===== src/rtl/cpu_run_ctrl.sv =====
// rtl/cpu_run_ctrl.sv - load/run/halt controller for a single-cycle CPU
module cpu_run_ctrl #(
    parameter int ADDR_W       = 12,
    parameter int DATA_W       = 32,
    parameter int DATA_BASE    = 2048,
    parameter int RESET_HOLD   = 2,
    parameter int STALL_CYCLES = 4,
    parameter int CNT_W        = 32
) (
    input  logic              clk,
    input  logic              reset,
    input  logic              start,
    input  logic              ld_valid,
    output logic              ld_ready,
    input  logic [DATA_W-1:0] ld_data,
    input  logic              ld_seg,
    input  logic              ld_last,
    output logic              mem_we,
    output logic [ADDR_W-1:0] mem_addr,
    output logic [DATA_W-1:0] mem_wdata,
    output logic              cpu_reset,
    input  logic [31:0]       cpu_pc,
    input  logic [31:0]       halt_pc,
    input  logic [CNT_W-1:0]  timeout,
    output logic              busy,
    output logic              done,
    output logic [1:0]        status,
    output logic              load_err,
    output logic [CNT_W-1:0]  cycle_count
);

    localparam int HC_W = $clog2(RESET_HOLD + 1) + 1;
    localparam int SC_W = $clog2(STALL_CYCLES) + 1;
    // Pointers carry one extra bit so a .data wrap past the top word is visible.
    localparam logic [ADDR_W:0] DATA_BASE_P = (ADDR_W+1)'(DATA_BASE);
    localparam logic [ADDR_W:0] PTR_ONE     = (ADDR_W+1)'(1);

    typedef enum logic [2:0] {S_IDLE, S_LOAD, S_HOLD, S_RUN, S_DONE} state_t;

    state_t            state_q, state_d;
    logic [ADDR_W:0]   text_ptr_q, text_ptr_d;
    logic [ADDR_W:0]   data_ptr_q, data_ptr_d;
    logic              mem_we_q, mem_we_d;
    logic [ADDR_W-1:0] mem_addr_q, mem_addr_d;
    logic [DATA_W-1:0] mem_wdata_q, mem_wdata_d;
    logic              load_err_q, load_err_d;
    logic [HC_W-1:0]   hold_cnt_q, hold_cnt_d;
    logic [31:0]       prev_pc_q, prev_pc_d;
    logic              have_prev_q, have_prev_d;
    logic [SC_W-1:0]   stall_cnt_q, stall_cnt_d;
    logic [31:0]       halt_pc_q, halt_pc_d;
    logic [CNT_W-1:0]  timeout_q, timeout_d;
    logic [CNT_W-1:0]  cycle_count_q, cycle_count_d;
    logic [1:0]        status_q, status_d;

    logic pc_same, halt_hit, stall_hit, timeout_hit;

    assign pc_same     = have_prev_q && (cpu_pc == prev_pc_q);
    assign halt_hit    = (cpu_pc == halt_pc_q);
    assign stall_hit   = pc_same && (stall_cnt_q == SC_W'(STALL_CYCLES - 2));
    assign timeout_hit = (timeout_q != '0) && (cycle_count_q == timeout_q - CNT_W'(1));

    assign ld_ready    = (state_q == S_LOAD);
    assign cpu_reset   = (state_q != S_RUN);
    assign busy        = (state_q == S_LOAD) || (state_q == S_HOLD) || (state_q == S_RUN);
    assign done        = (state_q == S_DONE);
    assign mem_we      = mem_we_q;
    assign mem_addr    = mem_addr_q;
    assign mem_wdata   = mem_wdata_q;
    assign load_err    = load_err_q;
    assign status      = status_q;
    assign cycle_count = cycle_count_q;

    // Next-state, load write path and run-time stop detection.
    always_comb begin
        state_d       = state_q;
        text_ptr_d    = text_ptr_q;
        data_ptr_d    = data_ptr_q;
        mem_we_d      = 1'b0;
        mem_addr_d    = mem_addr_q;
        mem_wdata_d   = mem_wdata_q;
        load_err_d    = load_err_q;
        hold_cnt_d    = hold_cnt_q;
        prev_pc_d     = prev_pc_q;
        have_prev_d   = have_prev_q;
        stall_cnt_d   = stall_cnt_q;
        halt_pc_d     = halt_pc_q;
        timeout_d     = timeout_q;
        cycle_count_d = cycle_count_q;
        status_d      = status_q;
        case (state_q)
            S_IDLE, S_DONE: begin
                if (start) begin
                    state_d       = S_LOAD;
                    text_ptr_d    = '0;
                    data_ptr_d    = DATA_BASE_P;
                    halt_pc_d     = halt_pc;
                    timeout_d     = timeout;
                    status_d      = 2'b00;
                    load_err_d    = 1'b0;
                    cycle_count_d = '0;
                end
            end
            S_LOAD: begin
                if (ld_valid) begin
                    if (!ld_seg) begin
                        if (text_ptr_q == DATA_BASE_P) begin
                            load_err_d = 1'b1;
                        end else begin
                            mem_we_d    = 1'b1;
                            mem_addr_d  = text_ptr_q[ADDR_W-1:0];
                            mem_wdata_d = ld_data;
                            text_ptr_d  = text_ptr_q + PTR_ONE;
                        end
                    end else begin
                        if (data_ptr_q[ADDR_W]) begin
                            load_err_d = 1'b1;
                        end else begin
                            mem_we_d    = 1'b1;
                            mem_addr_d  = data_ptr_q[ADDR_W-1:0];
                            mem_wdata_d = ld_data;
                            data_ptr_d  = data_ptr_q + PTR_ONE;
                        end
                    end
                    if (ld_last) begin
                        state_d    = S_HOLD;
                        hold_cnt_d = '0;
                    end
                end
            end
            S_HOLD: begin
                have_prev_d = 1'b0;
                stall_cnt_d = '0;
                if (hold_cnt_q == HC_W'(RESET_HOLD - 1)) begin
                    state_d = S_RUN;
                end else begin
                    hold_cnt_d = hold_cnt_q + HC_W'(1);
                end
            end
            S_RUN: begin
                if (cycle_count_q != '1) begin
                    cycle_count_d = cycle_count_q + CNT_W'(1);
                end
                prev_pc_d   = cpu_pc;
                have_prev_d = 1'b1;
                stall_cnt_d = pc_same ? stall_cnt_q + SC_W'(1) : '0;
                if (halt_hit) begin
                    status_d = 2'b01;
                    state_d  = S_DONE;
                end else if (stall_hit) begin
                    status_d = 2'b10;
                    state_d  = S_DONE;
                end else if (timeout_hit) begin
                    status_d = 2'b11;
                    state_d  = S_DONE;
                end
            end
            default: state_d = S_IDLE;
        endcase
    end

    // State and datapath registers; async reset returns everything to IDLE.
    always_ff @(posedge clk or posedge reset) begin
        if (reset) begin
            state_q       <= S_IDLE;
            text_ptr_q    <= '0;
            data_ptr_q    <= '0;
            mem_we_q      <= 1'b0;
            mem_addr_q    <= '0;
            mem_wdata_q   <= '0;
            load_err_q    <= 1'b0;
            hold_cnt_q    <= '0;
            prev_pc_q     <= '0;
            have_prev_q   <= 1'b0;
            stall_cnt_q   <= '0;
            halt_pc_q     <= '0;
            timeout_q     <= '0;
            cycle_count_q <= '0;
            status_q      <= 2'b00;
        end else begin
            state_q       <= state_d;
            text_ptr_q    <= text_ptr_d;
            data_ptr_q    <= data_ptr_d;
            mem_we_q      <= mem_we_d;
            mem_addr_q    <= mem_addr_d;
            mem_wdata_q   <= mem_wdata_d;
            load_err_q    <= load_err_d;
            hold_cnt_q    <= hold_cnt_d;
            prev_pc_q     <= prev_pc_d;
            have_prev_q   <= have_prev_d;
            stall_cnt_q   <= stall_cnt_d;
            halt_pc_q     <= halt_pc_d;
            timeout_q     <= timeout_d;
            cycle_count_q <= cycle_count_d;
            status_q      <= status_d;
        end
    end

endmodule


===== config.mk =====
export PLATFORM = sky130hd
export DESIGN_NAME = cpu_run_ctrl
export DESIGN_NICKNAME = d
export VERILOG_FILES = /design/src/rtl/cpu_run_ctrl.sv
export SDC_FILE = /design/constraint.sdc
export NUM_CORES = 1
export LEC_CHECK = 0
export CAP_MARGIN = 10
export CELL_PAD_IN_SITES_DETAIL_PLACEMENT = 0
export CELL_PAD_IN_SITES_GLOBAL_PLACEMENT = 2
export CORE_MARGIN = 10
export CORE_UTILIZATION = 31
export DETAILED_ROUTE_END_ITERATION = 7
export HOLD_SLACK_MARGIN = 0.12
export PLACE_DENSITY_LB_ADDON = 0.3
export SLEW_MARGIN = 15
export SYNTH_ARGS = -nofsm -noshare
export SYNTH_HDL_FRONTEND = slang
export SYNTH_SLANG_ARGS = --single-unit

===== constraint.sdc =====
create_clock -name clk -period 8.1 [get_ports clk]
set_clock_uncertainty 0.05 [all_clocks]
set_input_delay 1.215 -clock clk [delete_from_list [all_inputs] [get_ports clk]]
set_output_delay 1.215 -clock clk [all_outputs]
set_load 0.02 [all_outputs]

== Yosys cells after proc, flatten, opt, wreduce, memory -nomap -nowiden ==
Cells that the tools add are included.

* $add $sub $neg: 6
* Equality and inequality tests: 27
* Multiplexer cells: 50
* Reductions and logical operators: 22

{| class="wikitable"
|+ Operator list
! kind !! count
|-
| $mux W32 || 5
|-
| $mux W13 || 8
|-
| $eq A32 B32 Y1 || 3
|-
| $pmux W32 S2 || 1
|-
| $pmux W13 S2 || 2
|-
| $mux W12 || 3
|-
| $mux W3 || 11
|-
| $add A32 B1 Y32 const B || 1
|-
| $ne A32 B32 Y1 const B || 1
|-
| $reduce_bool A32 Y1 || 1
|-
| $sub A32 B1 Y32 const B || 1
|-
| $add A13 B1 Y13 const B || 2
|-
| $reduce_and A5 Y1 || 4
|-
| $ne A2 B2 Y1 const B || 8
|-
| $eq A13 B12 Y1 const B || 1
|-
| $pmux W3 S2 || 2
|-
| $pmux W3 S4 || 1
|-
| $reduce_and A4 Y1 || 3
|-
| $mux W1 || 10
|-
| $eq A3 B2 Y1 const B || 3
|-
| $mux W2 || 4
|-
| $ne A2 B1 Y1 const B || 4
|-
| $reduce_bool A2 Y1 || 4
|-
| $add A3 B1 Y3 const B || 2
|-
| other kinds (13) || 20
|}

* Register bits after elaboration: 212
* Input bits: 134
* Output and inout port bits: 84
* Logic and storage cells: 121

== Depth between registers and ports, before layout ==
* Depth in word-level cells: 7
* Gate-level depth with buffers: 11
* Gate-level depth less buffers: 10

== Least setup slack after synthesis ==
No wires, ideal clock.

* Kind: register -> register
* Start point: register timeout_q[0]
* End point: register status_q[0], in the netlist status[0]
* Library setup time: 0.078 ns
* Data arrival time: 3.381 ns
* Data required time: 7.972 ns
* Slack: 4.592 ns
* Cell stages (with the launch flop): 12
* Buffers on the path: 1
* Clock period less this slack: 3.508 ns
* Path through: dfrtp_1 inv_1 ha_1 buf_2 nor4b_4 nand4_2 o31a_1 or2_0 or4_1 or4_1 or4_1 a21oi_1

* Cells in the longest elaborated chain, start to end: 5
* Elaborated cells on any way between the ends: 6
* Classes of those cells: add/sub (1); eq/ne (2); reduce/logical (3)

{| class="wikitable"
|+ Ends and longest elaborated chain
! element !! RTL line !! RTL
|-
| start: declaration || 52 || <nowiki>logic [CNT_W-1:0] timeout_q, timeout_d;</nowiki>
|-
| start signal: assignment || 193 || <nowiki>timeout_q <= timeout_d;</nowiki>
|-
| $sub A32 B1 Y32 || 61 || <nowiki>assign timeout_hit = (timeout_q != '0) && (cycle_count_q == timeout_q - CNT_W'(1));</nowiki>
|-
| $eq A32 B32 Y1 || 61 ||
|-
| $logic_and A1 B1 Y1 * || 61 ||
|-
| $ne A4 B4 Y1 (no line) * || - ||
|-
| $reduce_and A3 Y1 (no line) * || - ||
|-
| end signal: assignment || 195 || <nowiki>status_q <= status_d;</nowiki>
|-
| end: declaration || 54 || <nowiki>logic [1:0] status_q, status_d;</nowiki>
|}

Every way passes the cells marked *; elsewhere a longest branch is shown, timed or not.
A chain may end at the register's enable or synchronous reset.

== Worst setup path in the final report ==
* Start point: register state_q[1]
* End point: output cpu_reset

* Cells in the longest elaborated chain, start to end: 1

{| class="wikitable"
|+ Ends and longest elaborated chain
! element !! RTL line !! RTL
|-
| start: declaration || 40 || <nowiki>state_t state_q, state_d;</nowiki>
|-
| start signal: assignment || 181 || <nowiki>state_q <= state_d;</nowiki>
|-
| $ne A3 B2 Y1 || 64 || <nowiki>assign cpu_reset = (state_q != S_RUN);</nowiki>
|-
| end: declaration || 21 || <nowiki>output logic cpu_reset,</nowiki>
|}

No other way between the ends.

==> impl_results.md <==
* Final setup fails at 0
* Critical path, cell by cell: and3b_1 > buf_4 > inv_1 > buf_4 > clkdlybuf4s50_1
* Fin worst setup slack at 4010 ps
* Worst Path Arrival at about 2800 ps
* DR iter-0 viols at 460
* Seq/Total Area, Yosys at a little under half
* Max-Cap Viols at 0
* I/O pins at about 220
* Htree depth at 1
* Port bufs at roughly 220
* Worst-path fanout max at 38
* Area post-placement at 13700 um^2
* Worst vdd ir at 0.176 mV
* Hold Vio Cnt, Final at 0
* Final #Nets at 1616
* Router iterations before antenna repair at 5
* CP required at ~6800 ps
* Seq cells post-synth at approximately 210
* Worst setup path class: flip-flop to output pin
* DRC Markers at 0
* Clock Path Buffers at 3
* First-pass GRT wire length at 56300 um
* Synth area leader: dfrtp_1
* FFs w/ async S/R, synth at 100%
* Final instance area at between 10000 and 15000 um^2
* Critical path startpoint category: flip-flop
* Clock Latency Late Sink at around 550 ps
* Post-CTS sizing at 0
* Worst-margin pin slew at a little over 1000 ps
* Antenna violations before repair at 5
* Routed Antenna Nets at 0
* Yosys top cell area share at 47.7%
* Max frequency at 0.244 GHz
* CP startpoint: state_q[1]$_DFFE_PP0P_
* WL final at 36000 um
* Via count at 9320
* Pleak at 6.58 nW
* Status: complete, no violations
* WP buf/inv at 4
* Slowest stage cell on the critical path: clkdlybuf4s50_1
* CTS tree: done
* Setup_tns at 0 ps
* DIE HEIGHT at 209 um
* Post-Synthesis Cell Area at 11100 um^2
* Synth cell types at 71
* Largest net degree at the start of global routing at 94
* Reg2Reg Launch Point: timeout_q[0]$_DFFE_PP0P_
* Top_reg_cell synth: dfrtp_1
* Synth area leaders: dfrtp_1, nand2_1, xor2_1, xnor2_1, nor2_1
* Detail Placement HPWL at 26200 um
* Total GRT Usage at 15.9%
* Commonest non-fill, non-tap cell in the layout: nand2_1
* Number of global-route vias before repair at 9507
* Highest cell delay on the worst timing path at 700 ps
* Number of synthesized flops with an enable pin at 0
* Most frequent CP cell: buf_4
* Hold_buf cts at 0
* Post-Place Worst Slack at ~3700 ps
* Area growth syn-to-layout at 31.1%
* Synth Warn # at 0
* Final period util at 50.5%
* Syn Nets at 1421
* Mapped Cells at between 1000 and 1500
* Power Total at around 4.7 mW
* Commonest cells after routing, fill and taps aside: nand2_1, clkdlybuf4s50_1, dfrtp_1
* Final GP Congestion at 0.851
* Slew Limit Fails at 0
* Layout cell share with drive strength beyond 1 at 5.09%
* CP top delay family: buffers and inverters
* Fin util at 41.1%
* Min-delay src: mem_wdata[1]$_DFFE_PP0P_
* Routed len/inst at between 15 and 20 um
* Fin crit period at 4090 ps
* Num rows at 69
* Die area at 43900 um^2
* CTS Buf Count at 27
* Syn_area_per_cell at 8.70 um^2
* Core footprint at about 35000 um^2
* Relative slew slack at 31.0%
* Crit end category: output pin
* Grt ovf at 0
* Power per cell area at 320 nW/um^2
* Starting Density at 31.3%
* Root Buffer: clkbuf_16
* Clock sinks at 212
* Vias per cell at around 4.8
* RSZ-0062 raised after global routing: false
* Worst-path clk slew at 60 ps
* Worst Hold Class: flip-flop to flip-flop
* Post-CTS Setup Bufs at 0
* Chip Width at around 210 um
## sequential cells by signal, summed over array words and instances (netlist names), 2 cells and up
| signal | count |
|---|---|
| cycle_count | 32 |
| halt_pc_q | 32 |
| mem_wdata | 32 |
| prev_pc_q | 32 |
| timeout_q | 32 |
| data_ptr_q | 13 |
| text_ptr_q | 13 |
| mem_addr | 12 |
| hold_cnt_q | 3 |
| stall_cnt_q | 3 |
| state_q | 3 |
| status | 2 |
## logic make-up after synthesis
group	count (synthesis)	synth area share (%)
fa+ha+maj	9	1.01
xor+xnor	152	12.0
flops	212	47.7
buf+inv	84	2.96
simple gates	696	28.4
mux	19	1.74
compound gates	106	6.21
## cells in the mapped netlist, types with 4 or more instances
cell type and n:
nand2_1 437, dfrtp_1 212, xor2_1 112, nor2_1 77, clkbuf_1 44, xnor2_1 40, o21ai_0 39, nor4_1 32
nand3_1 28, inv_1 24, nand4_1 24, nor3_1 19, a21oi_1 17, mux2i_1 16, or3_1 13, buf_1 10
ha_1 9, or4_1 9, and4_1 7, a31oi_1 6, o211ai_1 6, and2_1 5, and3_1 5, nand2b_1 5
nor2b_1 5, a211oi_1 4, buf_2 4
## worst reg2reg max path: stages, from the launching register on
cell	delay, ps
dfrtp_1	460
inv_1	100
ha_1	350
nor4b_4	410
nand4_2	270
o31a_1	320
or2_0	230
or4_1	450
or4_1	560
or4_1	540
a21oi_1	130
## layer usage
metal	track usage, %	wire length [um]
met1	20.6	16300
met4	3.05	606
met5	0	29
met3	4.50	2300
met2	25.8	16800
## metrics by stage
step	std cells	hold slack, ps
4_1_cts	1954	433
3_3_place_gp	1905	409
3_5_place_dp	1905	413
2_1_floorplan	1278	397
5_1_grt	1954	453
6_report	1957	428
## worst paths after layout
kind	end	slack [ps]	cells after the start
max	cpu_reset	4010	5
min	mem_wdata[1]$_DFFE_PP0P_	430	2
max reg2reg	status[0]$_DFFE_PP0P_	4160	10
min reg2reg	mem_wdata[1]$_DFFE_PP0P_	430	2
max in group asynchronous	cycle_count[12]$_DFFE_PP0P_	5480	3
min in group asynchronous	halt_pc_q[24]$_DFFE_PP0P_	1090	2
## power by group
group / switching [mW] / internal (mW) / total, mW
Sequential: 0.363 / 1.41 / 1.77
Clock: 0.483 / 0.679 / 1.16
Combinational: 1.02 / 0.723 / 1.74
## cell type report
| type | instances | area, um^2 |
|---|---|---|
| clock buffer | 42 | 802 |
| tap | 461 | 577 |
| inverter | 24 | 97.6 |
| multi-input combinational | 982 | 5500 |
| sequential | 212 | 5310 |
| fill | 3587 | 20900 |
| clock inverter | 7 | 52.6 |
| antenna | 3 | 7.51 |
| timing repair buffer | 226 | 2240 |
Power figures use the tool's default switching activity.
